[config.mk]
export PLATFORM = sky130hd
export DESIGN_NAME = pipe_hazard_ctrl
export DESIGN_NICKNAME = d
export VERILOG_FILES = /design/src/rtl/pipe_hazard_ctrl.sv
export SDC_FILE = /design/constraint.sdc
export NUM_CORES = 1
export LEC_CHECK = 0
export ABC_AREA = 1
export BUFFER_PORTS_ARGS = -buffer_cell sky130_fd_sc_hd__buf_4
export CAP_MARGIN = 20
export CORE_MARGIN = 1
export CORE_UTILIZATION = 40
export DETAILED_ROUTE_END_ITERATION = 6
export GPL_TIMING_DRIVEN = 0
export PLACE_DENSITY = 0.74
export SYNTH_ARGS = -nofsm -noshare
export SYNTH_HDL_FRONTEND = slang
export SYNTH_SLANG_ARGS = --single-unit
[constraint.sdc]
create_clock -name clk -period 1.8 [get_ports clk]
set_clock_uncertainty 0.15 [all_clocks]
set_input_delay 0.36 -clock clk [delete_from_list [all_inputs] [get_ports clk]]
set_output_delay 0.36 -clock clk [all_outputs]
set_load 0.005 [all_outputs]
[src/rtl/pipe_hazard_ctrl.sv]
// pipe_hazard_ctrl: stall/flush sequencer for a 5-stage pipeline with data-memory timeout.
// Optional perf counters are enabled with the HAZARD_PERF_CNT_EN macro.
module pipe_hazard_ctrl #(
    parameter int REG_ADDR_W  = 5,
    parameter int MEM_TIMEOUT = 255
) (
    input  logic                  clk,
    input  logic                  rst,
    input  logic [REG_ADDR_W-1:0] id_rs1,
    input  logic [REG_ADDR_W-1:0] id_rs2,
    input  logic                  id_uses_rs1,
    input  logic                  id_uses_rs2,
    input  logic [REG_ADDR_W-1:0] ex_rd,
    input  logic                  ex_mem_read,
    input  logic                  ex_branch_taken,
    input  logic                  imem_ready,
    input  logic                  dmem_req,
    input  logic                  dmem_ready,
    output logic                  pc_en,
    output logic                  if_id_en,
    output logic                  id_ex_en,
    output logic                  ex_mem_en,
    output logic                  mem_wb_en,
    output logic                  if_id_flush,
    output logic                  id_ex_flush,
    output logic                  err,
    output logic [15:0]           stall_cycles,
    output logic [15:0]           flush_count
);
    typedef enum logic [1:0] {RUN, DWAIT, ERR} state_t;
    state_t      state;
    logic [15:0] wait_cnt;
    logic        lu, miss_start, advance, branch;
    assign lu = ex_mem_read && ex_rd != '0 &&
                ((id_uses_rs1 && id_rs1 == ex_rd) || (id_uses_rs2 && id_rs2 == ex_rd));
    assign miss_start = state == RUN && dmem_req && !dmem_ready;
    // the pipeline moves only in RUN without a new miss, or on the completing DWAIT cycle
    assign advance = !rst && !miss_start && (state == RUN || (state == DWAIT && dmem_ready));
    assign branch  = advance && ex_branch_taken;
    assign err     = !rst && state == ERR;
    always_comb begin
        {pc_en, if_id_en, id_ex_en, ex_mem_en, mem_wb_en} = '0;
        if_id_flush = rst;
        id_ex_flush = rst;
        if (advance) begin
            {pc_en, if_id_en, id_ex_en, ex_mem_en, mem_wb_en} = '1;
            if (ex_branch_taken) begin
                if_id_flush = 1'b1;
                id_ex_flush = 1'b1;
            end else if (lu) begin
                pc_en       = 1'b0;
                if_id_en    = 1'b0;
                id_ex_flush = 1'b1;
            end else if (!imem_ready) begin
                pc_en       = 1'b0;
                if_id_flush = 1'b1;
            end
        end
    end
    always_ff @(posedge clk) begin
        if (rst) begin
            state    <= RUN;
            wait_cnt <= '0;
        end else begin
            case (state)
                RUN: if (miss_start) begin
                    state    <= DWAIT;
                    wait_cnt <= 16'd1;
                end
                DWAIT: if (dmem_ready) begin
                    state    <= RUN;
                    wait_cnt <= '0;
                end else begin
                    wait_cnt <= wait_cnt + 16'd1;
                    if (wait_cnt == 16'(MEM_TIMEOUT)) state <= ERR;
                end
                ERR: state <= ERR;
                default: state <= RUN;
            endcase
        end
    end
`ifdef HAZARD_PERF_CNT_EN
    always_ff @(posedge clk) begin
        if (rst) begin
            stall_cycles <= '0;
            flush_count  <= '0;
        end else begin
            if (!pc_en && stall_cycles != 16'hFFFF) stall_cycles <= stall_cycles + 16'd1;
            if (branch && flush_count != 16'hFFFF) flush_count <= flush_count + 16'd1;
        end
    end
`else
    assign stall_cycles = 16'h0000;
    assign flush_count  = 16'h0000;
    logic unused_branch;
    assign unused_branch = branch;
`endif
endmodule

==> results of run 1 <==
## metrics by stage
step,utilization,power (mW),setup slack [ps]
final,0.5873,1.031,-103.6
after global routing,0.5873,1.094,-159.7
after CTS,0.5737,1.022,-136.0
after detailed placement,0.5395,0.6650,-23.19
after global placement,0.5395,0.6611,-45.52
after floorplan,-,0.5763,235.9
## kinds of logic (layout without fill, tap and decap cells)
kind of cell / count (synthesis) / in the layout / synth area share
AO/OA/AOI/OAI: 34 / 34 / 0.1124
adder cells (fa/ha/maj): 1 / 1 / 0.007697
buffers and inverters: 77 / 119 / 0.2633
flip-flops: 18 / 18 / 0.2217
other: 1 / 32 / 0.002307
AND/OR/NAND/NOR: 141 / 141 / 0.3926
## registers in the layout, indices dropped and copies added (netlist names)
| signal | cells |
|---|---|
| wait_cnt | 16 |
| state | 2 |
## worst max-delay path by stage
stage          startpoint  endpoint  slack [ps]  depth (start not counted)
5_1_grt          state[1]  id_ex_en        -160                          7
3_3_place_gp     ex_rd[2]     pc_en         -50                          9
4_1_cts          state[0]     pc_en        -140                          7
6_report         state[1]  id_ex_en        -100                          7
2_1_floorplan    state[0]     pc_en         240                          6
3_5_place_dp   dmem_ready     pc_en         -20                          8
## power groups by stage
stage / clock network, mW / registers [mW] / logic (mW)
global placement: 0 / 0.415 / 0.246
detailed placement: 0 / 0.415 / 0.250
global route: 0.374 / 0.407 / 0.313
floorplan: 0 / 0.414 / 0.162
finish: 0.340 / 0.406 / 0.285
CTS: 0.349 / 0.405 / 0.267
## worst register-to-register path, cell delays in order (launching register included)
cell,delay [ps]
dfxtp_4,370
ha_2,190
inv_1,70
nor2_4,120
nand2_2,110
nor2_4,110
nand2_1,90
nor3_2,200
nand2_1,70
nand2_1,60
nor2_1,30
## per-layer routing
| metal | GRT usage | part of all wire | wire (µm) |
|---|---|---|---|
| met5 | 0 | 0 | 0 |
| met4 | 0.05978 | 0.014 | 55 |
| met1 | 0.2120 | 0.41 | 1616 |
| met2 | 0.3380 | 0.51 | 1981 |
| met3 | 0.04514 | 0.065 | 252 |
## cell usage in the layout (no fill, tap or decap), types with 5 or more instances in the layout
cell type | Yosys | final
a21oi_1 | 17 | 16
nor2_4 | 4 | 6
nor2_2 | 4 | 5
inv_2 | 7 | 9
dfxtp_1 | 18 | 14
nand2_2 | 6 | 8
nand3_1 | 11 | 10
nand2_1 | 77 | 75
inv_1 | 33 | 29
nor2_1 | 27 | 24
buf_4 | 35 | 70
o21ai_0 | 11 | 9
conb_1 | 1 | 32
## layout make-up
cell class | count | area share
multi-input cells | 208 | 0.4503
flip-flops and latches | 18 | 0.1684
repair buffers | 38 | 0.1339
plain buffers | 37 | 0.1254
inverters | 40 | 0.07006
well taps | 48 | 0.02712
clock buffers | 4 | 0.02486
## repair_timing
action / CTS / global route
hold buffers: 0 / 0
resized for setup: 13 / 17
pin swaps: 7 / 8
buffers inserted: 5 / 3
endpoints found under the setup margin: 7 / 10
==> impl_results.md, run 1 <==
* Crit-path cells: nor2_4 -> nand3_2 -> inv_2 -> nor3_4 -> buf_4 -> buf_4 -> buf_6
* Layout cell share with drive strength beyond 1 at 0.3507
* Gate power share at 0.276
* Hold crit path type: in2reg
* Share of power burned in registers at 0.394
* Seq/Total Area, Yosys at 0.2217
* Worst-path fanout max at 5
* Hold EP: wait_cnt[0]
* Wirelength per Cell at 9.939 µm
* Final Cell Area at around 0.0022 mm²
* Top post-synthesis cells by area: dfxtp_1, nand2_1, buf_4
* PnR worst setup slack at -103.6 ps
* Synth async-reset ratio at 0
* Area leader, netlist: dfxtp_1
* CP arrival at roughly 1400 ps
* CP Launch Type: flop
* Reg area at 372.9 µm²
* Status: finished with violations
* Final layout net count at around 370
* Top_reg_cell synth: dfxtp_1
* Initial DRC count at 52
* Unrepaired setup endpoints after global routing: yes
* Capturing point of the worst reg2reg path: wait_cnt[14]
* Clock power share at 0.330
* Failing checks: setup timing
* Clock Sinks at 18
* Synth cell count leaders: nand2_1, buf_4, inv_1, nor2_1, dfxtp_1
* Max Cap Violations at 0
* Grt ovf at 0
* Initial antenna violation count at 0
* DRT Pass-1 Iters at 4
* Slowest cell on the critical path: dfxtp_4
* P&R area growth vs syn at 36.26%
* Total CTS buffers at 3
* NetSw at between 200 and 300 µW
* Root buffer cell: clkbuf_8
* Slew Limit Fails at 0
* Critical path buffer and inverter count at 4
* Synth warnings at 0
* Cells after Synth at between 200 and 300
* FF-to-FF Start: wait_cnt[0]
* Worst-margin pin slew at around 550 ps
* Crit-path leading delay family: buffers and inverters
* Worst vdd ir at ~0.66 mV
* CTS Buffer Depth at 2
* First-pass GRT wire length at about 6300 µm
* Largest net degree at the start of global routing at 11
* Die Footprint at 0.004322 mm²
* Kind of critical path: reg2out
* Detail Route Antenna Nets at 0
* Setup crit end kind: output port
* Synth Register Bits at 18
* CTS clk-pin slew, worst paths at 70 ps
* Max Clk Rate at 0.5253 GHz
* Non-Filler Instances at between 300 and 400
* Ant diodes at 0
* CTS tree: done
* Hold Fails Final Rpt at 0
* Die Height at between 60 and 70 µm
* Synth Area per Inst at about 6.0 µm²
* Top cell type's share of synthesized area at 0.2217
* Via/cell ratio at 4.438
* Cells on worst reg2reg path at 10
* Dpl hpwl at between 2000 and 3000 µm
* Most used cell, CP: buf_4
* Placed cell count at ~380
* Clock latency on the worst-skew pair at roughly 260 ps
* CTS H-tree lvls at 1
* Slowest stage delay, CP at about 400 ps
* GP Congestion at between 0.9 and 1
* Synth unique cells at 23
* Max-slew headroom at 0.6334
* I/O pins at 64
* Hold Startpoint: rst
* Vias in the first global route at ~1,500
* Min-Delay Path Depth at 2
* Internal power at between 700 and 800 µW
* DP Area at roughly 0.0020 mm²
* Port Buffers at 31
* Rows at 22
* Die X at 65.75 µm
* EDFF count, synth at 0
* Multi-input logic area at 997.2 µm²
* Post-layout minimum cycle time at 1904 ps
* Initial Util at 0.4310
* Switching share of total power at 0.2770
* Placeable Area at between 0.003 and 0.004 mm²
* Final hold slack at roughly 190 ps
* Final setup viols at 7
* Routed WL at between 3000 and 4000 µm
* Mapped Area at 0.001625 mm²
* Worst endpoint required time at approximately 1300 ps
* Period utilization at 1.058
* Residual DRC count at 0
* Leakage power at about 1.1 nW
* Setup_tns at -359.1 ps
* R2R Setup Slk at approximately 120 ps
* GRT Util Overall at 0.1871
* Fillers at around 370
* PwrDens at between 400 and 500 mW/mm²
* Vias at about 1,700
* Most frequent cell after synthesis: nand2_1
No activity file was read; power rests on OpenSTA's default activity.
==> inputs of run 2 (changes only) <==
--- a/config.mk
+++ b/config.mk
@@ -12,7 +12,8 @@
 export CORE_UTILIZATION = 40
 export DETAILED_ROUTE_END_ITERATION = 6
 export GPL_TIMING_DRIVEN = 0
-export PLACE_DENSITY = 0.74
+export PLACE_DENSITY_LB_ADDON = 0.1
+export SETUP_SLACK_MARGIN = 0.2
 export SYNTH_ARGS = -nofsm -noshare
 export SYNTH_HDL_FRONTEND = slang
 export SYNTH_SLANG_ARGS = --single-unit
==> run 2 against run 1 <==
Largest power group unchanged. Sequential power about the same. Final cell count up 1.0%. Register-to-register slack gained 110 ps. Utilization rose by 1.1 points. Sequential share of layout area shrank 0.54 points. Highest routed layer unchanged. Via count decreased by 3.4%. Largest cell class unchanged. Power increased by 0.58%. Die area did not move. The run still ends with setup timing left. Global-route usage shrank 0.57 points. Fmax rose by 3.0%. Non-clock buffer count rose by 4. First-iteration DRC count increased by 29%.
==> impl_results.md, run 2 (synthesis results as in run 1) <==
* Worst-path fanout max at 4 (-1)
* Die Height at 65.75 µm (unchanged)
* Placeable Area at 0.003771 mm² (unchanged)
* Vias at 1,685 (-3.4%)
* Share of power burned in registers at 0.393 (about the same)
* GP Congestion at 0.8346 (-11%)
* Die X at 65.75 µm (unchanged)
* Worst endpoint required time at 1290 ps (about the same)
* Final setup viols at 5 (-2)
* Reg with most FFs: wait_cnt
* Failing checks: setup timing
* Clock Sinks at 18 (unchanged)
* Post-layout minimum cycle time at 1848 ps (-55.53 ps)
* Wirelength per Cell at 9.645 µm (-3.0%)
* Largest net degree at the start of global routing at 11 (unchanged)
* Initial Util at 0.4310 (unchanged)
* Port Buffers at 31 (unchanged)
* Internal power at 750.3 µW (+0.66%)
* Layout cell share with drive strength beyond 1 at 0.3496 (-0.001154)
* CP arrival at 1340 ps (-50 ps)
* Initial antenna violation count at 0 (unchanged)
* Fin util at 0.5985 (+0.01128)
* Max Cap Violations at 0 (unchanged)
* Setup crit end kind: output port
* Detail Route Antenna Nets at 0 (unchanged)
* Grt ovf at 0 (unchanged)
* DRT Pass-1 Iters at 4 (unchanged)
* Max reg flops at 16 (unchanged)
* NetSw at 286.6 µW (+0.37%)
* CTS H-tree lvls at 1 (unchanged)
* Most frequent cells in the layout: nand2_1, buf_4, conb_1
* Leakage power at 1.144 nW (+5.6%)
* Total CTS buffers at 3 (unchanged)
* Max Clk Rate at 0.5411 GHz (+3.0%)
* Dpl hpwl at 2872 µm (-2.7%)
* Clock power share at 0.337 (+0.007)
* Vias in the first global route at 1,420 (-5.8%)
* Hold crit path type: in2reg
* GRT Util Overall at 0.1814 (-0.005680)
* Min-Delay Path Depth at 2 (unchanged)
* First-pass GRT wire length at 6092 µm (-3.6%)
* CTS tree: done
* Rows at 22 (unchanged)
* Status: finished with violations
* Routed WL at 3829 µm (-2.0%)
* Initial DRC count at 67 (+29%)
* Gate power share at 0.271 (-0.005)
* R2R Setup Slk at 230 ps (+110 ps)
* I/O pins at 64 (unchanged)
* Final layout net count at 375 (+1.1%)
* Via/cell ratio at 4.244 (-4.4%)
* Final Cell Area at 0.002257 mm² (+1.9%)
* Slew Limit Fails at 0 (unchanged)
* Commonest non-fill, non-tap cell in the layout: nand2_1
* PnR worst setup slack at -48.08 ps (+55.53 ps)
* Final hold slack at 168.6 ps (-23.97 ps)
* Root buffer cell: clkbuf_8
* Switching share of total power at 0.2764 (-0.0005769)
* Pwr Total at 1.037 mW (+0.58%)
* Die Footprint at 0.004322 mm² (unchanged)
* Cells on worst reg2reg path at 8 (-2)
* CP Launch Type: flop
* Cts hold-fix bufs at 0 (unchanged)
* P&R area growth vs syn at 38.88%
* CTS Buffer Depth at 2 (unchanged)
* Top flop regs: wait_cnt (16), state (2)
* Hold Fails Final Rpt at 0 (unchanged)
* Kind of critical path: reg2out
* PwrDens at 459.4 mW/mm² (-1.3%)
* Residual DRC count at 0 (unchanged)
* CTS clk-pin slew, worst paths at 70 ps (about the same)
* Ant diodes at 0 (unchanged)
* Worst vdd ir at 0.5989 mV (-9.6%)
* Unrepaired setup endpoints after global routing: yes
* Period utilization at 1.027 (-0.03085)
* Clock latency on the worst-skew pair at 270 ps (about the same)
* DP Area at 0.002034 mm² (unchanged)
[run 2: cell count changes in the layout (fill, tap and decap cells not counted), moves of 2 or more]
cell,previous run,this run
dfxtp_4,3,1
inv_4,2,0
nand2_1,75,73
nor2_1,24,26
dfxtp_2,1,3
buf_6,4,6
buf_4,70,72
nor2_2,5,2
[run 2: final cells by class]
class	count	area, µm²
Multi-Input combinational cell	208	1011
Clock buffer	4	55.05
Tap cell	48	60.06
Buffer	37	279.0
Fill cell	377	1514
Timing Repair Buffer	42	334.1
Sequential cell	18	367.9
Inverter	40	150.1
[run 2: metal layers]
metal  vias to the layer above  part of all wire  global-route usage  wire, µm
met3                         2             0.052             0.03819       198
met4                         0            0.0031             0.03261        12
met1                       714              0.44              0.2187      1690
met2                        44              0.50              0.3278      1927
li1                        925                 -                   -         -
met5                         -                 0                   0         0
[run 2: critical path, stage by stage, from the launching register on]
cell and delay (ps):
dfxtp_4 380, nor2_4 40, nand3_2 70, inv_2 50, nor3_4 220, buf_6 140, nand2_2 40, nand2_2 50
buf_6 90
[run 2: what timing repair did]
item,4_1_cts,5_1_grt
setup endpoints to repair,12,14
setup buffers,8,3
gates cloned,0,0
pin swaps,11,7
endpoints found under the hold margin,0,0
gates resized for setup,20,9
[run 2: per-stage QoR]
stage / std cells / setup WS [ps] / setup TNS, ps
after floorplan: 303 / 235.9 / 0
after global placement: 382 / -36.30 / -36.30
after detailed placement: 382 / -39.06 / -39.06
after CTS: 394 / -65.17 / -299.5
after global routing: 397 / -118.5 / -666.8
final: 397 / -48.08 / -202.6
[run 2: final timing paths]
path	from	endpoint
setup / recovery	state[0]	id_ex_flush
hold reg to reg	wait_cnt[10]	wait_cnt[10]
setup reg to reg	state[1]	wait_cnt[2]
hold / removal	rst	wait_cnt[0]
[run 2: power by group through the flow]
stage | registers [mW] | logic, mW | clock network [mW]
2_1_floorplan | 0.414 | 0.162 | 0
3_3_place_gp | 0.415 | 0.246 | 0
3_5_place_dp | 0.415 | 0.247 | 0
4_1_cts | 0.406 | 0.275 | 0.351
5_1_grt | 0.407 | 0.312 | 0.366
6_report | 0.407 | 0.281 | 0.349
